**src/rtl/tq_premute_if.sv**
```systemverilog
// Handshake bundle between the TQ block scheduler,
// the permutation sequencer and the transform datapath.
interface tq_premute_if #(
  parameter int CNT_W = 5
);
  logic             start;
  logic [1:0]       size;
  logic             inverse_in;
  logic             ds_ready;
  logic             busy;
  logic             row_valid;
  logic [CNT_W-1:0] row_idx;
  logic             pass;
  logic             en_8;
  logic             en_16;
  logic             en_32;
  logic             inverse;
  logic             done;

  modport master (
    output start,
    output size,
    output inverse_in,
    output ds_ready,
    input  busy,
    input  row_valid,
    input  row_idx,
    input  pass,
    input  en_8,
    input  en_16,
    input  en_32,
    input  inverse,
    input  done
  );

  modport slave (
    input  start,
    input  size,
    input  inverse_in,
    input  ds_ready,
    output busy,
    output row_valid,
    output row_idx,
    output pass,
    output en_8,
    output en_16,
    output en_32,
    output inverse,
    output done
  );
endinterface

```
**src/rtl/tq_premute_ctrl.sv**
```systemverilog
// TQ permutation-stage sequencer: issues row slots for
// a row pass and a column pass with registered enables.
module tq_premute_ctrl #(
  parameter int GAP_CYCLES = 4,
  parameter int CNT_W      = 5
) (
  input  logic         clk,
  input  logic         rst,
  tq_premute_if.slave  bus
);

  typedef enum logic [1:0] {
    IDLE,
    RUN,
    GAP,
    DONE
  } state_t;

  state_t           state_q, state_d;
  logic [CNT_W-1:0] row_idx_q, row_idx_d;
  logic [CNT_W-1:0] last_q, last_d;
  logic [3:0]       gap_q, gap_d;
  logic             busy_q, busy_d;
  logic             valid_q, valid_d;
  logic             pass_q, pass_d;
  logic             en8_q, en8_d;
  logic             en16_q, en16_d;
  logic             en32_q, en32_d;
  logic             inv_q, inv_d;
  logic             done_q, done_d;

  localparam logic [3:0] GAP_LAST =
    4'(GAP_CYCLES - 1);

  function automatic logic [CNT_W-1:0]
    last_row(input logic [1:0] sz);
    logic [CNT_W-1:0] r;
    unique case (sz)
      2'b00:   r = CNT_W'(3);
      2'b01:   r = CNT_W'(7);
      2'b10:   r = CNT_W'(15);
      default: r = CNT_W'(31);
    endcase
    return r;
  endfunction

  always_comb begin
    state_d   = state_q;
    row_idx_d = row_idx_q;
    last_d    = last_q;
    gap_d     = gap_q;
    busy_d    = busy_q;
    valid_d   = valid_q;
    pass_d    = pass_q;
    en8_d     = en8_q;
    en16_d    = en16_q;
    en32_d    = en32_q;
    inv_d     = inv_q;
    done_d    = 1'b0;
    unique case (state_q)
      IDLE: begin
        if (bus.start) begin
          state_d   = RUN;
          busy_d    = 1'b1;
          valid_d   = 1'b1;
          pass_d    = 1'b0;
          row_idx_d = '0;
          last_d    = last_row(bus.size);
          en8_d     = |bus.size;
          en16_d    = bus.size[1];
          en32_d    = &bus.size;
          inv_d     = bus.inverse_in;
        end
      end
      RUN: begin
        if (bus.ds_ready) begin
          if (row_idx_q == last_q) begin
            valid_d   = 1'b0;
            row_idx_d = '0;
            if (pass_q) begin
              // Block ends: drop busy and the
              // block-wide controls together.
              state_d = DONE;
              done_d  = 1'b1;
              busy_d  = 1'b0;
              pass_d  = 1'b0;
              en8_d   = 1'b0;
              en16_d  = 1'b0;
              en32_d  = 1'b0;
              inv_d   = 1'b0;
            end else begin
              state_d = GAP;
              gap_d   = '0;
            end
          end else begin
            row_idx_d = row_idx_q + CNT_W'(1);
          end
        end
      end
      GAP: begin
        if (gap_q == GAP_LAST) begin
          state_d   = RUN;
          pass_d    = 1'b1;
          valid_d   = 1'b1;
          row_idx_d = '0;
        end else begin
          gap_d = gap_q + 4'd1;
        end
      end
      DONE: begin
        state_d = IDLE;
      end
      default: begin
        state_d = IDLE;
      end
    endcase
  end

  always_ff @(posedge clk or posedge rst) begin
    if (rst) begin
      state_q   <= IDLE;
      row_idx_q <= '0;
      last_q    <= '0;
      gap_q     <= '0;
      busy_q    <= 1'b0;
      valid_q   <= 1'b0;
      pass_q    <= 1'b0;
      en8_q     <= 1'b0;
      en16_q    <= 1'b0;
      en32_q    <= 1'b0;
      inv_q     <= 1'b0;
      done_q    <= 1'b0;
    end else begin
      state_q   <= state_d;
      row_idx_q <= row_idx_d;
      last_q    <= last_d;
      gap_q     <= gap_d;
      busy_q    <= busy_d;
      valid_q   <= valid_d;
      pass_q    <= pass_d;
      en8_q     <= en8_d;
      en16_q    <= en16_d;
      en32_q    <= en32_d;
      inv_q     <= inv_d;
      done_q    <= done_d;
    end
  end

  assign bus.busy      = busy_q;
  assign bus.row_valid = valid_q;
  assign bus.row_idx   = row_idx_q;
  assign bus.pass      = pass_q;
  assign bus.en_8      = en8_q;
  assign bus.en_16     = en16_q;
  assign bus.en_32     = en32_q;
  assign bus.inverse   = inv_q;
  assign bus.done      = done_q;

endmodule

```
**src/flat_wrapper.sv**
```systemverilog
// flat-port wrapper written by rule: the top's interface ports become plain ports
module tq_premute_ctrl_flat 
#(
  parameter int GAP_CYCLES = 4,
  parameter int CNT_W      = 5
)
  (clk, rst, bus_start, bus_size, bus_inverse_in, bus_ds_ready, bus_busy, bus_row_valid, bus_row_idx, bus_pass, bus_en_8, bus_en_16, bus_en_32, bus_inverse, bus_done);
  tq_premute_if #(.CNT_W(CNT_W)) bus_i ();
  input  logic clk;
  input  logic rst;
  input wire logic [$bits(bus_i.start)-1:0] bus_start;
  input wire logic [$bits(bus_i.size)-1:0] bus_size;
  input wire logic [$bits(bus_i.inverse_in)-1:0] bus_inverse_in;
  input wire logic [$bits(bus_i.ds_ready)-1:0] bus_ds_ready;
  output wire logic [$bits(bus_i.busy)-1:0] bus_busy;
  output wire logic [$bits(bus_i.row_valid)-1:0] bus_row_valid;
  output wire logic [$bits(bus_i.row_idx)-1:0] bus_row_idx;
  output wire logic [$bits(bus_i.pass)-1:0] bus_pass;
  output wire logic [$bits(bus_i.en_8)-1:0] bus_en_8;
  output wire logic [$bits(bus_i.en_16)-1:0] bus_en_16;
  output wire logic [$bits(bus_i.en_32)-1:0] bus_en_32;
  output wire logic [$bits(bus_i.inverse)-1:0] bus_inverse;
  output wire logic [$bits(bus_i.done)-1:0] bus_done;
  assign bus_i.start = bus_start;
  assign bus_i.size = bus_size;
  assign bus_i.inverse_in = bus_inverse_in;
  assign bus_i.ds_ready = bus_ds_ready;
  assign bus_busy = bus_i.busy;
  assign bus_row_valid = bus_i.row_valid;
  assign bus_row_idx = bus_i.row_idx;
  assign bus_pass = bus_i.pass;
  assign bus_en_8 = bus_i.en_8;
  assign bus_en_16 = bus_i.en_16;
  assign bus_en_32 = bus_i.en_32;
  assign bus_inverse = bus_i.inverse;
  assign bus_done = bus_i.done;
  tq_premute_ctrl #(.GAP_CYCLES(GAP_CYCLES), .CNT_W(CNT_W)) u_core (.clk(clk), .rst(rst), .bus(bus_i));
endmodule
```
**config.mk**
```make
export PLATFORM = sky130hd
export DESIGN_NAME = tq_premute_ctrl_flat
export DESIGN_NICKNAME = d
export VERILOG_FILES = /design/src/rtl/tq_premute_if.sv /design/src/rtl/tq_premute_ctrl.sv /design/src/flat_wrapper.sv
export SDC_FILE = /design/constraint.sdc
export NUM_CORES = 1
export LEC_CHECK = 0
export BUFFER_PORTS_ARGS = -buffer_cell sky130_fd_sc_hd__buf_2
export CAP_MARGIN = 20
export CORE_UTILIZATION = 25
export DETAILED_ROUTE_END_ITERATION = 16
export GPL_TIMING_DRIVEN = 0
export SYNTH_ARGS = -nofsm -noshare
export SYNTH_HDL_FRONTEND = slang
export SYNTH_SLANG_ARGS = --single-unit
```
**constraint.sdc**
```tcl
create_clock -name clk -period 2.05 [get_ports clk]
set_input_delay 0 -clock clk [delete_from_list [all_inputs] [get_ports clk]]
set_output_delay 0 -clock clk [all_outputs]
set_load 0.03 [all_outputs]
```
==> results.toml <==
[worst_setup_path]
r2r_slack_ps = 300
worstPathArrival_ps = 1900
crit_type = "register to register"
crit_required_ps = 2210
r2r_end = "u_core.bus.row_idx[4]"
worstRegToRegCells = 6
cp_cell_sequence = "ha_1 > nand2b_1 > nor3_1 > o21ai_1 > nand2b_4 > o22ai_1"
regToRegStartpoint = "u_core.gap_q[0]"
cp_slowest_cell = "o21ai_1"
critPathBufInv = 0
endpoint_kind = "register"
crit_path_max_fanout = 8
cp-startpoint = "u_core.gap_q[0]"
crit_path_start_kind = "register"
cp_top_family = "compound AO/OA/AOI/OAI gates"
critPathMaxStageDelay_ps = 470

[clock_network]
cts.sinks = 23
cts_root_buffer = "clkbuf_8"
cts_setup_buffers = 0
cts_tree = "built"
path_clk_slew_ps = 90
cts.path.max_buffers = 2
cts.htree.levels = 1
clock_latency_ps = 270
cts_buffers = 3

[synthesis]
syn_inst = 112
synth_nets = 121
syn_area_um2 = 1130
ys_ff_latch = 23
ys_seq_area_share_pct = 50.8
synth_edf_count = 0
yosysUniqueCellTypes = 32
yosysWarnings = 0
synth_ff_type = "dfrtp_1"
synthArstFlopShare_pct = 100
syn_avg_cell_area_um2 = 10.1

[layout]
nets = 149
n_fill_cell = 456
multi_input_area_um2 = 532
final_core_util_pct = 31.7
drive_above_1_share_pct = 25.9
final_cells = 191
area_growth_pct = 22.0
final-seq-area_um2 = 576
diodes = 0

[hold_path]
min_path_type = "primary input to register"
min_from = "bus_ds_ready"
holdPathStages = 5
holdPathEnd = "u_core.bus.done"

[route]
drtPass1Iterations = 4
routed_wl_mm = 2.25
vias = 887
route.antenna.remaining_nets = 0
post_drt_wl_per_cell_um = 11.8
drc = 0
vias_per_cell = 4.64
drt_iter0_markers = 42

[die]
fp.dieW_um = 69.3
rows = 24
core_um2 = 4350
die-area_um2 = 4800
die_h_um = 69.3
io-pin-count = 20
initial_core_util_pct = 26.0

[place]
io_buffer_count = 19
gp_congestion = 0.711
pre_cts_ws_ps = 309
place_inst = 183
post-dp-hpwl_mm = 1.71

[sta]
worst_pin_slew_ps = 873
finalSetupViolCount = 0
clock_skew_ps = 7.92
setup_total_negative_slack_ps = 0
final_hold_viol_count = 0
maxSlewHeadroom_pct = 41.7
finalMaxSlewViolations = 0
post-route-min-period_ps = 1750
rsz0062_at_grt = "false"
maxClockFrequency_ghz = 0.572
fin_crit_sh_pct = 85.2
finalWorstSetupSlack_ps = 303

[grt]
grt_pass1_vias = 852
grt_max_degree = 24
grt_pass1_wl_mm = 4.04
gr-total-overflow = 0
grt_usage_pct = 10.5
antenna_found_initial = 0

[run]
cap_viol_max_count = 0

[power]
powerDensity_nw_per_um2 = 1360
power.total_mw = 1.88
ir_drop_v = 0.000402
p_leak_nw = 0.636

[run_status]
status = "completed"
-- metal layers --
metal	up-vias	track usage, %	part of all wire (%)
met1	426	12.7	45
met2	13	17.6	50
met5	-	0	0
met3	2	3.92	4.4
li1	446	-	-
met4	0	2.72	0.75
-- cell families (layout without fill, tap and decap cells) --
logic type / count (synthesis) / in the layout / share of synthesized area (%)
AO/OA/AOI/OAI: 31 / 31 / 17.3
XOR/XNOR: 4 / 4 / 3.09
adder cells (fa/ha/maj): 2 / 2 / 2.21
buffers and inverters: 6 / 33 / 2.21
flip-flops: 23 / 23 / 50.8
multiplexers: 2 / 2 / 1.88
AND/OR/NAND/NOR: 44 / 44 / 22.4
-- registers in the layout, summed over array words and instances (netlist names) --
register and count:
u_core.bus.en_32 1, u_core.bus.pass 1, u_core.bus.inverse 1, u_core.bus.en_8 1
u_core.bus.en_16 1, u_core.bus.row_valid 1, u_core.bus.busy 1, u_core.last_q 4
u_core.state_q 2, u_core.gap_q 4, u_core.bus.row_idx 5, u_core.bus.done 1
-- synth_stat cells, drive strengths merged, types with 3 or more instances --
cell | number | share of area [%]
nand2 | 15 | 5.9
dfrtp | 23 | 51
or2 | 3 | 1.7
nor2 | 3 | 1.2
nand3 | 7 | 3.1
nor3 | 5 | 3.2
a21oi | 6 | 3.0
a22o | 3 | 2.3
xor2 | 4 | 3.1
inv | 4 | 1.3
nand2b | 7 | 4.5
o21ai | 12 | 5.3
-- worst min-delay path, delay by kind of cell --
| family | cells | cell delay [ps] |
|---|---|---|
| simple gates | 4 | 250 |
| buf+inv | 1 | 110 |
-- stage by stage --
step | hold slack, ps | cell area [µm²]
after floorplan | 1.92 | 1130
after global placement | 228 | 1290
after detailed placement | 233 | 1290
after CTS | 113 | 1380
after global routing | 170 | 1380
final | 113 | 1380
-- cell usage in the layout (no fill, tap or decap), drive strengths merged --
cell type	count
xor2	4
nand3	7
clkbuf	3
ha	2
nor3b	2
a21bo	2
and2	1
a21o	2
mux2i	1
or2	3
a21oi	6
nand2b	7
o22ai	2
o31ai	2
o21ai	12
nor2	3
nor3	5
dfrtp	23
mux2	1
a22o	3
inv	4
clkinvlp	1
dlygate4sd3	4
a211oi	1
buf	21
a31oi	1
nand2	15
or3	1
-- cell type report --
type                       count  area share, %
buffer                         2          0.725
clock buffer                   3           2.99
clock inverter                 1          0.543
inverter                       4           1.09
multi-input combinational     83           38.5
sequential                    23           41.7
tap                           52           4.71
timing repair buffer          23           9.78
-- where the power goes --
| group | switching, mW | leakage, nW | internal, mW |
|---|---|---|---|
| clock network | 0.154 | 0.0217 | 0.138 |
| logic | 0.528 | 0.338 | 0.305 |
| registers | 0.140 | 0.277 | 0.617 |
-- worst max path at each step --
stage	end	cells past startpoint	slack, ps
finish	u_core.bus.row_idx[4]	6	300
global route	u_core.bus.row_idx[3]	6	160
CTS	u_core.bus.row_idx[4]	6	290
detailed placement	u_core.bus.row_idx[4]	6	310
global placement	u_core.bus.row_idx[4]	6	340
floorplan	u_core.bus.en_32	5	400
-- what timing repair did --
action / in CTS / in global routing
hold buffers: 4 / 0
gates resized for setup: 0 / 0
endpoints found under the hold margin: 27 / 0
Power figures use the tool's default switching activity.
